$ cat src/rtl/generator_sequencer_pkg.sv
// Shared definitions for the test-signal generator sequencer: default widths,
// the generator latency, FSM state encodings and the minimum sample period.
package generator_sequencer_pkg;

    localparam int AFC_DATA_W  = 24;
    localparam int AFC_DIV_W   = 20;
    localparam int AFC_GEN_LAT = 2;
    localparam int AFC_CNT_W   = 32;

    typedef enum logic [1:0] {
        ST_IDLE  = 2'd0,
        ST_RUN   = 2'd1,
        ST_DRAIN = 2'd2
    } seq_state_e;

    // The shortest period that lets one capture finish before the next tick.
    function automatic int min_div(input int gen_lat);
        return gen_lat + 2;
    endfunction

endpackage

$ cat src/rtl/generator_sequencer_tick_div.sv
// Programmable sample-period divider: counts 0..div-1 while enabled and
// flags the last count of each period with a one-cycle tick.
module sample_tick_div #(
    parameter int DIV_W = 20
) (
    input  logic             clk,
    input  logic             reset,
    input  logic             en,
    input  logic             clr,
    input  logic             load,
    input  logic [DIV_W-1:0] load_val,
    output logic             tick
);

    logic [DIV_W-1:0] div_q;
    logic [DIV_W-1:0] cnt_q;
    logic             at_end;

    assign at_end = (cnt_q == div_q - DIV_W'(1));
    assign tick   = en && at_end;

    always_ff @(posedge clk) begin
        if (reset) begin
            div_q <= '0;
            cnt_q <= '0;
        end else begin
            if (load) begin
                div_q <= load_val;
            end
            if (clr) begin
                cnt_q <= '0;
            end else if (en) begin
                cnt_q <= at_end ? '0 : cnt_q + DIV_W'(1);
            end
        end
    end

endmodule

$ cat src/rtl/generator_sequencer.sv
// Paces the test-signal generator, captures each sample after the generator
// latency and hands it downstream over valid/ready, flagging dropped ticks.
module generator_sequencer
    import generator_sequencer_pkg::*;
#(
    parameter int DATA_W  = AFC_DATA_W,
    parameter int DIV_W   = AFC_DIV_W,
    parameter int GEN_LAT = AFC_GEN_LAT,
    parameter int CNT_W   = AFC_CNT_W
) (
    input  logic              clk,
    input  logic              reset,
    input  logic              start,
    input  logic              stop,
    input  logic [DIV_W-1:0]  div_value,
    output logic              gen_en,
    input  logic [DATA_W-1:0] gen_data,
    output logic [DATA_W-1:0] sample_data,
    output logic              sample_valid,
    input  logic              sample_ready,
    output logic              running,
    output logic              overrun,
    output logic [CNT_W-1:0]  sample_cnt
);

    localparam int               LAT_W   = $clog2(GEN_LAT + 1);
    localparam logic [DIV_W-1:0] DIV_MIN = DIV_W'(min_div(GEN_LAT));

    seq_state_e        state_q;
    logic [LAT_W-1:0]  lat_q;
    logic [DATA_W-1:0] data_q;
    logic              valid_q;
    logic              overrun_q;
    logic [CNT_W-1:0]  cnt_q;

    logic             tick;
    logic             run_en;
    logic             buf_free;
    logic             start_acc;
    logic             tick_acc;
    logic             handshake;
    logic [DIV_W-1:0] div_eff;

    assign div_eff   = (div_value < DIV_MIN) ? DIV_MIN : div_value;
    assign run_en    = (state_q == ST_RUN);
    assign buf_free  = (lat_q == '0) && !valid_q;
    // stop beats start, and a tick landing on the stop cycle is dropped silently.
    assign start_acc = (state_q == ST_IDLE) && start && !stop;
    assign tick_acc  = run_en && tick && !stop;
    assign handshake = valid_q && sample_ready;
    assign gen_en    = tick_acc && buf_free;

    sample_tick_div #(
        .DIV_W(DIV_W)
    ) u_tick_div (
        .clk      (clk),
        .reset    (reset),
        .en       (run_en),
        .clr      (start_acc),
        .load     (start_acc),
        .load_val (div_eff),
        .tick     (tick)
    );

    // NOTE: all state uses <= so every branch sees the pre-edge values; the
    // capture register is reset too, so no stale sample survives a reset.
    always_ff @(posedge clk) begin
        if (reset) begin
            state_q   <= ST_IDLE;
            lat_q     <= '0;
            data_q    <= '0;
            valid_q   <= 1'b0;
            overrun_q <= 1'b0;
            cnt_q     <= '0;
        end else begin
            case (state_q)
                ST_IDLE: begin
                    if (start_acc) begin
                        state_q   <= ST_RUN;
                        overrun_q <= 1'b0;
                        cnt_q     <= '0;
                    end
                end
                ST_RUN: begin
                    if (stop) begin
                        state_q <= buf_free ? ST_IDLE : ST_DRAIN;
                    end else if (tick && !buf_free) begin
                        overrun_q <= 1'b1;
                    end
                end
                ST_DRAIN: begin
                    if (buf_free) begin
                        state_q <= ST_IDLE;
                    end
                end
                default: state_q <= ST_IDLE;
            endcase

            if (gen_en) begin
                lat_q <= LAT_W'(GEN_LAT);
            end else if (lat_q != '0) begin
                lat_q <= lat_q - LAT_W'(1);
                if (lat_q == LAT_W'(1)) begin
                    data_q  <= gen_data;
                    valid_q <= 1'b1;
                end
            end

            if (handshake) begin
                valid_q <= 1'b0;
                cnt_q   <= cnt_q + CNT_W'(1);
            end
        end
    end

    assign sample_data  = data_q;
    assign sample_valid = valid_q;
    assign running      = run_en;
    assign overrun      = overrun_q;
    assign sample_cnt   = cnt_q;

endmodule

$ cat config.mk
export PLATFORM = sky130hd
export DESIGN_NAME = generator_sequencer
export DESIGN_NICKNAME = d
export VERILOG_FILES = /design/src/rtl/generator_sequencer_pkg.sv /design/src/rtl/generator_sequencer_tick_div.sv /design/src/rtl/generator_sequencer.sv
export SDC_FILE = /design/constraint.sdc
export NUM_CORES = 1
export LEC_CHECK = 0
export ABC_AREA = 0
export CAP_MARGIN = 20
export CORE_MARGIN = 1.5
export CORE_UTILIZATION = 33
export CTS_BUF_LIST = sky130_fd_sc_hd__clkbuf_16
export DETAILED_ROUTE_END_ITERATION = 8
export PLACE_DENSITY_LB_ADDON = 0.25
export SLEW_MARGIN = 20
export SYNTH_ARGS = -nofsm -noshare
export SYNTH_HDL_FRONTEND = slang
export SYNTH_HIERARCHICAL = 1
export SYNTH_SLANG_ARGS = --single-unit
$ cat constraint.sdc
create_clock -name clk -period 9.09 [get_ports clk]
set_input_delay 1.3635 -clock clk [delete_from_list [all_inputs] [get_ports clk]]
set_output_delay 1.3635 -clock clk [all_outputs]
set_load 0.03 [all_outputs]
# Yosys cells after proc, flatten, opt, wreduce, memory -nomap -nowiden
# Cells that the tools add are included.
word_totals:
  in_bits: 49
  output_inout_bits: 60
  ff_bits: 102
  word_cells: 66
classes:
  mux: 16
  n_lt_le_gt_ge: 1
  bitwise_logic: 1
  addsub: 4
  n_eq_ne: 9
  n_reduce_logical: 26
op_table:
  columns: ["op", "n"]
  rows:
  - ["2-to-1 mux 32 bit", 3]
  - ["2-to-1 mux 20 bit", 2]
  - ["adder 32 x 1 -> 32 bit (second input constant)", 1]
  - ["adder 20 x 1 -> 20 bit (second input constant)", 1]
  - ["equality test 20 bit", 1]
  - ["less-than comparator 20 x 3 -> 1 bit (second input constant)", 1]
  - ["subtractor 20 x 1 -> 20 bit (second input constant)", 1]
  - ["2-to-1 mux 2 bit", 6]
  - ["nonzero test 2 bit", 5]
  - ["logical AND 1 bit", 9]
  - ["inequality test 2 bit (second input constant)", 4]
  - ["case mux 2 bit (3 select lines)", 1]
  - ["AND reduction 3 bit", 2]
  - ["OR reduction 2 bit", 3]
  - ["equality test 2 x 1 -> 1 bit (second input constant)", 2]
  - ["logical NOT 2 bit", 2]
  - ["AND reduction 4 bit", 1]
  - ["logical NOT 1 bit", 3]
  - ["2-to-1 mux 1 bit", 3]
  - ["equality test 2 bit (second input constant)", 1]
  - ["inequality test 2 x 1 -> 1 bit (second input constant)", 1]
  - ["case mux 1 bit (2 select lines)", 1]
  - ["AND reduction 2 bit", 1]
  - ["subtractor 2 x 1 -> 2 bit (second input constant)", 1]
  - ["NOT 1 bit", 1]

# Logic depth before layout (Yosys ltp)
depth:
  word_depth: 8
  depth_mapped: 13
  depth_no_buf: 12

# Cells and area by module
# Netlist, hierarchy kept.
by_module_without_submodules:
  columns: ["module", "seq_area_each_um2", "area_per_inst_um2", "cells_each", "instances"]
  rows:
  - ["generator_sequencer", 1241.2, 2879.0, 360, 1]
  - ["sample_tick_div", 800.8, 2284.7, 261, 1]

# Least setup slack after synthesis
# OpenSTA, ideal clock, no wires.
synth_timing:
  kind: "reg-to-output"
  start: "reg u_tick_div.div_q[8]"
  end: "out gen_en"
  setup_slack_ns: 4.657
  stages_incl_launch_ff: 10
  arrival_time_ns: 3.070
  t_required_ns: 7.727
  n_path_buf: 1
  path_cell_list: "dfxtp_1 or4_4 or3_4 or4_1 a21oi_1 nand4_1 nor3_2 buf_6 nor4bb_1 and2_1"
synth_between:
  elab_chain_cells: 6
synth_lines:
  columns: ["element", "line", "rtl"]
  rows:
  - ["start: declaration", "generator_sequencer_tick_div.sv:15", "logic [DIV_W-1:0] div_q;"]
  - ["start signal: assignment", "generator_sequencer_tick_div.sv:28", "div_q <= load_val;"]
  - ["subtractor 20 x 1 -> 20 bit", "generator_sequencer_tick_div.sv:19", "assign at_end = (cnt_q == div_q - DIV_W'(1));"]
  - ["equality test 20 bit", "generator_sequencer_tick_div.sv:19", null]
  - ["logical AND 1 bit", "generator_sequencer_tick_div.sv:20", "assign tick = en && at_end;"]
  - ["named net tick", "generator_sequencer.sv:36", "logic tick;"]
  - ["logical AND 1 bit (2 in a row)", "generator_sequencer.sv:49", "assign tick_acc = run_en && tick && !stop;"]
  - ["logical AND 1 bit", "generator_sequencer.sv:51", "assign gen_en = tick_acc && buf_free;"]
  - ["end: declaration", "generator_sequencer.sv:16", "output logic gen_en,"]
# The timed path passes the listed nets, and every way through them passes these cells.

# Final worst setup path
# Ends and elaborated chain as after synthesis.

==> reports/results.tsv <==
metric	value	unit
outcome	finished clean	
drc	0	
port_buffers	108	
timing.fmax	168	MHz
ir_drop	0.0000783	V
synthXorXnorAreaFrac	0.0848	
rsz0062_at_grt	no	
leakagePower	2.22	nW
row_count	45	
grt_antenna_before_repair	0	
fin_crit	5.95	ns
critPathBufInv	2	
grt_max_degree	102	
synth_top_area_frac	0.395	
fin_area	0.00665	mm^2
numCtsBuffers	9	
postCtsSetupRepairBufs	0	
netlist_area	0.00516	mm^2
hold_path.class	flip-flop to flip-flop	
root_buffer	clkbuf_16	
synth_top_cell_by_area	dfxtp_1	
post-place-ws	3.56	ns
cp_slowest_stage_delay	0.70	ns
place_area	0.00632	mm^2
crit_fanout	12	
synthAdderAreaFrac	0.00727	
place.gp.congestion	0.940	
cp.required	7.73	ns
crit_type	flip-flop to output port	
clock_skew	0.00629	ns
synthArstFlopShare	0	
max-slew-margin-rel	0.311	
yosysMostFrequentCell	dfxtp_1	
htree_levels	3	
cts_buffer_depth	2	
synthMuxAreaShare	0.0582	
synthCells	621	
vias	4757	
synth_fp_nets	673	
die_x	128	um
worst_slack	3.14	ns
p_per_area	147	mW/mm^2
worst_setup_path_start_kind	flip-flop	
r2r-start	u_tick_div/div_q[8]	
grt_pass1_wl	22000	um
synth-main-ff-cell	dfxtp_1	
hold_viol	0	
synth_simple_gate_area_frac	0.295	
clk_pin_slew	0.07	ns
grt_pass1_vias	4519	
overflow	0	
total_power	975	uW
fin_nets	745	
routed_wl	13400	um
crit_chain	or4_4, or3_4, or4_1, a21oi_1, nand4_1, nor3_2, buf_6, nor4bb_1, and2_1, clkdlybuf4s50_1	
dieHeight	128	um
antenna_cells	0	
synth_cell_types	59	
wl_per_cell	14.8	um
die_area	0.0164	mm^2
layout.cells.non_filler	909	
core	0.0153	mm^2
cts_hold_buf	0	
synth_seq_cells	102	
setup_viol	0	
ys_seq_area_frac	0.395	
dpl.cell_count	893	
first_pass_iters	4	
drive_above_1_share	0.0716	
startpoint	u_tick_div/div_q[8]	
ant_nets	0	
worst_hold_slack	0.455	ns
drv_cap	0	
critPathTopFamily	simple AND/OR/NAND/NOR gates	
synth_compound_area_frac	0.112	
drt_iter0_markers	238	
final_util	0.436	
slew_violations	0	
ios	109	
tightest_slew	1.03	ns
clkSinkCount	102	
tns	0	ns
post-route-period-util	0.655	
viasPerCell	5.23	
grtUsageTotal	0.165	
critPathCaptureType	output port	
fill_cells	1513	
synth_top_family_by_area	simple AND/OR/NAND/NOR gates	
area_growth	28.8	%
clkLatencyLatePin	0.35	ns
synth_warnings	6	
hp-start	sample_data[5]	
tritoncts	built	
slowest_stage	clkdlybuf4s50_1	
syn_avg_cell_area	8.32	um^2
yosys-top-cells-count	dfxtp_1, nand2_1, nor2_1	
initial_core_util	0.338	
synth_edf_count	0	
ys_top_cells_by_area	dfxtp_1, nand2_1, mux2i_1, xnor2_1, a21oi_1	
crit_arrival	4.59	ns
cts_resized	0	
hpwl	9370	um
[sequential cells by signal, indices dropped and copies added, names as in the netlist]
| name | count |
|---|---|
| sample_cnt | 32 |
| lat_q | 2 |
| u_tick_div/div_q | 20 |
| state_q | 2 |
| sample_valid | 1 |
| sample_data | 24 |
| overrun | 1 |
| u_tick_div/cnt_q | 20 |
[report_power, final]
group / total, mW / switching, mW / internal (mW)
Clock: 0.420 / 0.178 / 0.242
Sequential: 0.458 / 0.00695 / 0.452
Combinational: 0.0968 / 0.0476 / 0.0492
[worst reg2reg max path, cell delays in order, from the launching register on]
cell	delay (ns)
dfxtp_1	0.37
or4_4	0.60
or3_4	0.38
or4_1	0.52
a21oi_1	0.16
nand4_1	0.15
nor3_2	0.56
buf_6	0.24
nor4bb_1	0.35
and2_1	0.20
a21oi_1	0.04
nor2_1	0.07
[final timing paths]
| path | end | slack, ns | depth (start not counted) |
|---|---|---|---|
| worst max-delay path | gen_en | 3.14 | 10 |
| worst min-delay path | sample_data[5] | 0.45 | 2 |
| worst max register to register | lat_q[1] | 5.37 | 11 |
| worst min register to register | sample_data[5] | 0.45 | 2 |
[cell families (layout without fill, tap and decap cells)]
logic type	count (synthesis)	count (layout)
fa+ha+maj	3	3
xor+xnor	50	50
buf+inv	59	136
simple gates	289	289
mux	30	30
compound gates	88	88
flops	102	102
[cells in the final DEF, fill, tap and decap left out, types with 2 or more instances in the layout]
master and count:
a21oi_1 41, a311o_1 2, a311oi_1 5, a31o_2 3, a31oi_1 4, a41oi_1 3
and2_1 5, and3_1 5, and4_1 6, buf_4 4, bufinv_16 2, clkbuf_16 9
clkdlybuf4s50_1 107, clkinv_4 3, dfxtp_1 102, ha_1 3, inv_1 7, mux2i_1 30
nand2_1 86, nand2b_1 3, nand3_1 24, nand4_1 16, nor2_1 47, nor2b_1 9
nor3_1 15, nor3_2 2, nor3b_1 2, nor4_1 27, o211ai_1 8, o21ai_0 5
o31ai_1 2, o41ai_1 6, or2_2 14, or3_1 6, or4_1 7, or4b_2 2
xnor2_1 27, xor2_1 23
[area by class of cell]
class                   count  area (um^2)  area share
clock buffers               9          225      0.0339
clock inverters             7         98.8      0.0149
inverters                   7         26.3     0.00395
multi-input cells         460         2880       0.432
flip-flops and latches    102         2040       0.307
well taps                 211          264      0.0397
repair buffers            113         1120       0.168
[per-layer routing]
layer | wire length [um] | up-vias | GRT usage
met1 | 6370 | 2239 | 0.223
met3 | 1000 | 17 | 0.0463
met4 | 195 | 0 | 0.0635
met5 | 0 | - | 0
met2 | 5890 | 146 | 0.247
li1 | - | 2355 | -
No activity file was read; power rests on OpenSTA's default activity.
